### src/rtl/djb2_pkg.sv
// Shared constants and state encoding for the streaming djb2/djb2a hash engine.
package djb2_pkg;

    localparam int unsigned DJB2_HASH_INIT = 5381;

    localparam logic MODE_ADD = 1'b0;
    localparam logic MODE_XOR = 1'b1;

    typedef enum logic [1:0] {
        ST_IDLE = 2'd0,
        ST_CALC = 2'd1,
        ST_DONE = 2'd2
    } state_t;

endpackage

### src/rtl/djb2_step.sv
// One djb2 round: h*33 then add (djb2) or xor (djb2a) the zero-extended character.
module djb2_step
    import djb2_pkg::*;
#(
    parameter int HASH_W = 32,
    parameter int CHAR_W = 8
) (
    input  logic [HASH_W-1:0] h,
    input  logic [CHAR_W-1:0] c,
    input  logic              mode,
    output logic [HASH_W-1:0] h_next
);

    logic [HASH_W-1:0] c_ext;
    logic [HASH_W-1:0] h33;

    always_comb begin
        c_ext              = '0;
        c_ext[CHAR_W-1:0]  = c;
        h33                = (h << 5) + h;
        h_next             = (mode == MODE_XOR) ? (h33 ^ c_ext) : (h33 + c_ext);
    end

endmodule

### src/rtl/djb2_hash_stream.sv
// Streaming djb2/djb2a hash: accepts multi-character beats, folds one character per
// cycle into the running hash and offers the digest on a valid/ready output.
module djb2_hash_stream
    import djb2_pkg::*;
#(
    parameter int          CHAR_W    = 8,
    parameter int          CHARS     = 4,
    parameter int          HASH_W    = 32,
    parameter int unsigned HASH_INIT = DJB2_HASH_INIT,
    parameter int          CNT_W     = (CHARS > 1) ? $clog2(CHARS) : 1
) (
    input  logic                    clk,
    input  logic                    rst_n,
    input  logic                    clear,
    input  logic                    mode_xor,
    input  logic                    in_valid,
    output logic                    in_ready,
    input  logic [CHARS*CHAR_W-1:0] in_data,
    input  logic [CNT_W-1:0]        in_count,
    input  logic                    in_last,
    output logic                    out_valid,
    input  logic                    out_ready,
    output logic [HASH_W-1:0]       out_hash,
    output logic                    busy
);

    localparam logic [HASH_W-1:0] INIT_H  = HASH_W'(HASH_INIT);
    localparam logic [CNT_W-1:0]  MAX_IDX = CNT_W'(CHARS - 1);

    state_t                    state;
    state_t                    state_next;
    logic [HASH_W-1:0]         hash_q;
    logic [HASH_W-1:0]         hash_step;
    logic [CHARS*CHAR_W-1:0]   data_q;
    logic [CNT_W-1:0]          count_q;
    logic                      last_q;
    logic [CNT_W-1:0]          idx_q;
    logic                      mode_q;
    logic                      msg_open;
    logic [CHAR_W-1:0]         cur_char;

    // Handshakes: a beat transfers on a rising edge where in_valid && in_ready, the
    // digest on one where out_valid && out_ready; producers hold valid and payload
    // stable until the transfer, and ready never depends combinationally on valid.
    assign in_ready  = (state == ST_IDLE);
    assign out_valid = (state == ST_DONE);
    assign busy      = (state != ST_IDLE);
    assign out_hash  = hash_q;

    assign cur_char = data_q[idx_q*CHAR_W +: CHAR_W];

    djb2_step #(
        .HASH_W (HASH_W),
        .CHAR_W (CHAR_W)
    ) u_step (
        .h      (hash_q),
        .c      (cur_char),
        .mode   (mode_q),
        .h_next (hash_step)
    );

    always_ff @(posedge clk or negedge rst_n) begin
        if (!rst_n) begin
            state <= ST_IDLE;
        end else begin
            state <= state_next;
        end
    end

    always_comb begin
        state_next = state;
        unique case (state)
            ST_IDLE: if (in_valid)           state_next = ST_CALC;
            ST_CALC: if (idx_q == count_q)   state_next = last_q ? ST_DONE : ST_IDLE;
            ST_DONE: if (out_ready)          state_next = ST_IDLE;
            default:                         state_next = ST_IDLE;
        endcase
        if (clear) begin
            state_next = ST_IDLE;
        end
    end

    always_ff @(posedge clk or negedge rst_n) begin
        if (!rst_n) begin
            hash_q   <= INIT_H;
            data_q   <= '0;
            count_q  <= '0;
            last_q   <= 1'b0;
            idx_q    <= '0;
            mode_q   <= MODE_ADD;
            msg_open <= 1'b0;
        end else if (clear) begin
            hash_q   <= INIT_H;
            msg_open <= 1'b0;
        end else begin
            unique case (state)
                ST_IDLE: begin
                    if (in_valid) begin
                        data_q  <= in_data;
                        count_q <= (in_count > MAX_IDX) ? MAX_IDX : in_count;
                        last_q  <= in_last;
                        idx_q   <= '0;
                        // Mode is latched only on the first beat of a message.
                        if (!msg_open) begin
                            mode_q   <= mode_xor;
                            msg_open <= 1'b1;
                        end
                    end
                end
                ST_CALC: begin
                    hash_q <= hash_step;
                    if (idx_q != count_q) begin
                        idx_q <= idx_q + CNT_W'(1);
                    end
                end
                ST_DONE: begin
                    if (out_ready) begin
                        hash_q   <= INIT_H;
                        msg_open <= 1'b0;
                    end
                end
                default: ;
            endcase
        end
    end

endmodule

### config.mk
export PLATFORM = sky130hd
export DESIGN_NAME = djb2_hash_stream
export DESIGN_NICKNAME = d
export VERILOG_FILES = /design/src/rtl/djb2_pkg.sv /design/src/rtl/djb2_step.sv /design/src/rtl/djb2_hash_stream.sv
export SDC_FILE = /design/constraint.sdc
export NUM_CORES = 1
export LEC_CHECK = 0
export BUFFER_PORTS_ARGS = -buffer_cell sky130_fd_sc_hd__buf_2
export CORE_MARGIN = 2
export CORE_UTILIZATION = 53
export DETAILED_ROUTE_END_ITERATION = 8
export PLACE_DENSITY = 0.88
export SLEW_MARGIN = 20
export SYNTH_ARGS = -nofsm -noshare
export SYNTH_HDL_FRONTEND = slang
export SYNTH_HIERARCHICAL = 1
export SYNTH_SLANG_ARGS = --single-unit
### constraint.sdc
create_clock -name clk -period 3.3 [get_ports clk]
set_input_delay 0.33 -clock clk [delete_from_list [all_inputs] [get_ports clk]]
set_output_delay 0.33 -clock clk [all_outputs]
set_load 0.01 [all_outputs]
* After elaboration in Yosys (flattened, before gate mapping) *
Index checks and enable logic that the tools add are counted.
W data, S select, Z words.

operators by class
  $add $sub $neg = 3
  reduce and logical (&&, ||, !) cells = 11
  div/mod/pow operators = 0
  equal/unequal tests = 9
  bitwise logic cells = 3
  shift-type cells = 1
  $lt $le $gt $ge = 1
  muxes and demuxes = 18
  $mul = 0

operators with widths
  kind                   number
  $mux W32               3
  $pmux W32 S2           1
  $add A32 B32 Y32       1
  $add A32 B8 Y32        1
  $shiftx A32 B6 Y8      1
  $xor A32 B8 Y32        1
  $mux W2                8
  $reduce_and A3 Y1      3
  $reduce_and A4 Y1      2
  $ne A3 B3 Y1 const B   2
  $pmux W2 S3            1
  $reduce_bool A3 Y1     2
  $ne A2 B2 Y1 const B   2
  $pmux W2 S2            1
  $reduce_bool A2 Y1     2
  $mux W1                3
  $ne A3 B2 Y1 const B   1
  $add A2 B1 Y2 const B  1
  $eq A2 B1 Y1 const B   1
  $eq A2 B2 Y1           1
  $eq A2 B2 Y1 const B   1
  $gt A2 B2 Y1 const B   1
  $logic_not A2 Y1       1
  $ne A2 B2 Y1           1
  other kinds (3)        4

word-level totals
  flip-flop bits (word level) = 73
  memories kept = 0
  ROM bits = 0
  latch bits = 0
  output and inout bits = 35
  RAM bits = 0
  logic and storage cells = 54

* Depth between registers and ports, before layout *
  word-level depth = 5
  mapped depth = 15

* By module *
Netlist, hierarchy kept.

modules (own cells, without submodules)
  module            area each (um^2)  cells each  seq. area each (um^2)  instances
  djb2_hash_stream  3144.3            262         1833.0                 1
  djb2_step         2543.7            354         0.0                    1

* Least setup slack after synthesis *
OpenSTA, ideal clock, no wires.

  path type = register to register
  start point = register idx_q[0]
  end point = register hash_q[31], in the netlist out_hash[31]
  cell stages (with the launch flop) = 16
  path slack = 41 ps
  required time = 3217 ps
  data arrival time = 3176 ps
  clock period less this slack = 3259 ps
  setup time = 83 ps
  path buffers = 2
  cell sequence = dfrtp_1 > buf_2 > mux4_2 > ha_1 > a21o_1 > a21o_1 > a21oi_1 > o21a_1 > nor2_1 > and4bb_1 > and4_1 > buf_4 > nand4_1 > xnor2_1 > nand2_1 > o21ai_0

between the ends
  longest elaborated chain between the ends = 5

ends and longest elaborated chain
  element                 line                     text
  from (decl)             djb2_hash_stream.sv:37   logic [CNT_W-1:0] idx_q;
  from (signal assigned)  djb2_hash_stream.sv:113  idx_q <= idx_q + CNT_W'(1);
  $shiftx A32 B6 Y8       djb2_hash_stream.sv:50   assign cur_char = data_q[idx_q*CHAR_W +: CHAR_W];
  net cur_char[1]         djb2_hash_stream.sv:40   logic [CHAR_W-1:0] cur_char;
  $add A32 B8 Y32         djb2_step.sv:21          h_next = (mode == MODE_XOR) ? (h33 ^ c_ext) : (h33 + c_ext);
  $mux W32                djb2_step.sv:21
  net hash_step[31]       djb2_hash_stream.sv:33   logic [HASH_W-1:0] hash_step;
  $pmux W32 S2            djb2_hash_stream.sv:96   unique case (state)
  $mux W32                djb2_hash_stream.sv:92   end else if (clear) begin
  to (signal assigned)    djb2_hash_stream.sv:111  hash_q <= hash_step;
  to (decl)               djb2_hash_stream.sv:32   logic [HASH_W-1:0] hash_q;

The timed path passes the listed nets, and every way through them passes these cells.
A chain may end at the register's enable or synchronous reset.

* Worst setup path in the final report *
  start point = register idx_q[0]
  end point = register hash_q[19], in the netlist out_hash[19]

Same word-level chain as after synthesis.

==> results.sh <==
export IMPL_layout_setup_ws_ps=38.30
export IMPL_syn_cell_area_um2=5688
export IMPL_die_area_um2=11580
export IMPL_placed_area_um2=6356
export IMPL_synth_area_leader_cell="dfrtp_1"
export IMPL_syn_nets=693
export IMPL_ys_types=75
export IMPL_slew_viol_final=0
export IMPL_coreArea_um2=10370
export IMPL_nNetsFinal=793
export IMPL_clk_path_buf_depth=2
export IMPL_design_area_um2=6919
export IMPL_p_leak_nw=3.124
export IMPL_num_io_pins=76
export IMPL_netlist_top_cells_area="dfrtp_1 30%, ha_1 7.5%, mux2_2 7.1%, nand2_1 5.6%, xnor2_1 4.0%"
export IMPL_period_share=0.9884
export IMPL_hold_viol_final=0
export IMPL_async_reset_ff_frac=1.000
export IMPL_drc=0
export IMPL_synth_seq_cells=73
export IMPL_synth_edf_count=0
export IMPL_ant_nets=0
export IMPL_grt_overflow=0
export IMPL_yosys_warnings=6
export IMPL_grt_usage=0.2700
export IMPL_end_kind="flip-flop"
export IMPL_cp_max_fo=4
export IMPL_final_cell_mix="85 x nand2_1, 75 x buf_2, 66 x dfrtp_1"
export IMPL_drt_total_wl_um=15870
export IMPL_grt_pass1_wl_um=24690
export IMPL_hold_buffers=0
export IMPL_synthCells=616
export IMPL_p_per_area_nw_per_um2=1171
export IMPL_fin_setup_tns_ps=0
export IMPL_ctsRootBufferMaster="clkbuf_8"
export IMPL_synth_compound_area_frac=0.1824
export IMPL_dp_cells=833
export IMPL_cts_buffers=9
export IMPL_drive_above_1_share=0.3481
export IMPL_synthMuxAreaShare=0.1067
export IMPL_synth_top_area_frac=0.2992
export IMPL_cts_tree="yes"
export IMPL_arrival_ps=3550
export IMPL_cts_sinks=73
export IMPL_layout_commonest_cell="nand2_1"
export IMPL_grt_pass1_vias=5137
export IMPL_insertion_delay_ps=360
export IMPL_worst_setup_hold_path_clk_slew_ps=90
export IMPL_synth_xor_area_share=0.07237
export IMPL_peakVddDrop_v=0.0007506
export IMPL_switching_power_mw=3.842
export IMPL_switching_share=0.4742
export IMPL_synthAdderAreaFrac=0.08183
export IMPL_fmax_mhz=306.6
export IMPL_grt_max_degree=38
export IMPL_final_util=0.6672
export IMPL_yosys_area_share_simple=0.1890
export IMPL_worstSetupStartpointType="flip-flop"
export IMPL_crit_type="flip-flop to flip-flop"
export IMPL_relSlewSlack=0.4003
export IMPL_rows=37
export IMPL_required_ps=3590
export IMPL_p_clk_frac=0.094
export IMPL_wl_per_cell_um=18.51
export IMPL_hold_slack_ps=83.91
export IMPL_h_tree_depth=3
export IMPL_drt_initial_drc_count=409
export IMPL_synth_top_family_by_area="simple AND/OR/NAND/NOR gates"
export IMPL_finalPower_mw=8.102
export IMPL_final_cells=857
export IMPL_seq_area_frac_synth=0.3223
export IMPL_intPower_mw=4.260
export IMPL_gp_congestion=0.9267
export IMPL_die_h_um=107.6
export IMPL_worst_slew_pin_slew_ps=899.5
export IMPL_min_path_type="primary input to asynchronous set/reset pin"
export IMPL_vias=5246
export IMPL_ys_flop_type="dfrtp_1"
export IMPL_power_frac_seq=0.194
export IMPL_status="finished clean"
export IMPL_dp_hpwl_um=11620
export IMPL_fin_skew_ps=11.97
export IMPL_place_port_buffers=75
export IMPL_start_util=0.5485
export IMPL_antenna_found_initial=0
export IMPL_final_min_clock_period_ps=3262
export IMPL_combPwrFrac=0.712
export IMPL_area_growth_pct=21.65
export IMPL_pre_cts_ws_ps=-53.17
export IMPL_die_w_um=107.6
export IMPL_avgViaCountPerCell=6.121
export IMPL_n_antenna_cell=0
export IMPL_first_pass_iters=5
export IMPL_setup_viol=0
export IMPL_avgSynthCellArea_um2=9.234
export IMPL_r2r_setup_slack_ps=40
export IMPL_cap_violations=0
## state kept, by name (all words and copies together) (netlist names)
name and count:
count_q 2, data_q 32, idx_q 2, last_q 1
mode_q 1, msg_open 1, out_hash 32, state 2
## cell usage after synthesis (all sizes together) (3+ instances only)
cell type,count
a2111oi,3
a211oi,8
a21o,16
a21oi,35
a221oi,4
a31oi,4
and2,9
and3,5
and4,4
buf,23
clkbuf,9
dfrtp,68
dfstp,5
ha,34
inv,19
mux2,37
mux4,8
nand2,85
nand2b,5
nand3,12
nand4,7
nor2,34
nor2b,8
nor3,14
nor4,9
o211a,3
o21a,5
o21ai,48
o21bai,5
or3,3
xnor2,26
xor2,21
## what timing repair did
item | CTS | global route
pin swaps | 0 | 16
setup buffers | 0 | 8
resized for setup | 3 | 65
setup endpoints to repair | 10 | 16
## area by class of cell
class / instances / area (um2)
well taps: 136 / 170.2
multi-input cells: 492 / 3885
repair buffers: 121 / 745.7
fillers: 790 / 3451
clock buffers: 10 / 137.6
clock inverters: 6 / 73.82
inverters: 19 / 71.32
flip-flops and latches: 73 / 1836
## critical path: stages, from the launching register on
cell and delay (ps):
dfrtp_2 440, mux4_2 570, ha_1 340, a21o_1 190, a21o_1 210, a21oi_2 160
o21a_1 200, nor2_1 80, and4bb_1 230, buf_4 160, and3_1 200, xor2_2 180
nand2_1 80, o21ai_0 140
## metal layers
metal,wire [um],GRT usage,up-vias
li1,-,-,2427
met1,6555,0.3424,2552
met2,7939,0.4654,230
met3,1009,0.04237,37
met4,360,0.09707,0
met5,0,0,-
## power by group through the flow
| stage | Combinational [mW] | Clock, mW | Sequential (mW) |
|---|---|---|---|
| 3_3_place_gp | 4.69 | 0 | 1.54 |
| 3_5_place_dp | 4.91 | 0 | 1.57 |
| 4_1_cts | 5.00 | 0.776 | 1.55 |
| 5_1_grt | 6.22 | 0.813 | 1.61 |
| 6_report | 5.77 | 0.765 | 1.57 |
| 2_1_floorplan | 3.45 | 0 | 1.51 |
## logic make-up (layout without fill, tap and decap cells)
logic type               after synthesis  count (layout)
multiplexers                          46              46
buffers and inverters                 51             156
XOR/XNOR                              47              47
AO/OA/AOI/OAI                        153             153
AND/OR/NAND/NOR                      210             210
flip-flops                            73              73
adder cells (fa/ha/maj)               36              36
## path summary, 6_finish.rpt
path	startpoint	end	cells past startpoint
max	idx_q[0]	out_hash[19]	13
min	rst_n	last_q	1
max reg2reg	idx_q[0]	out_hash[19]	13
min reg2reg	data_q[14]	data_q[14]	1
max in group asynchronous	rst_n	out_hash[12]	2
min in group clk	in_data[14]	data_q[14]	2
No activity file was read; power rests on OpenSTA's default activity.
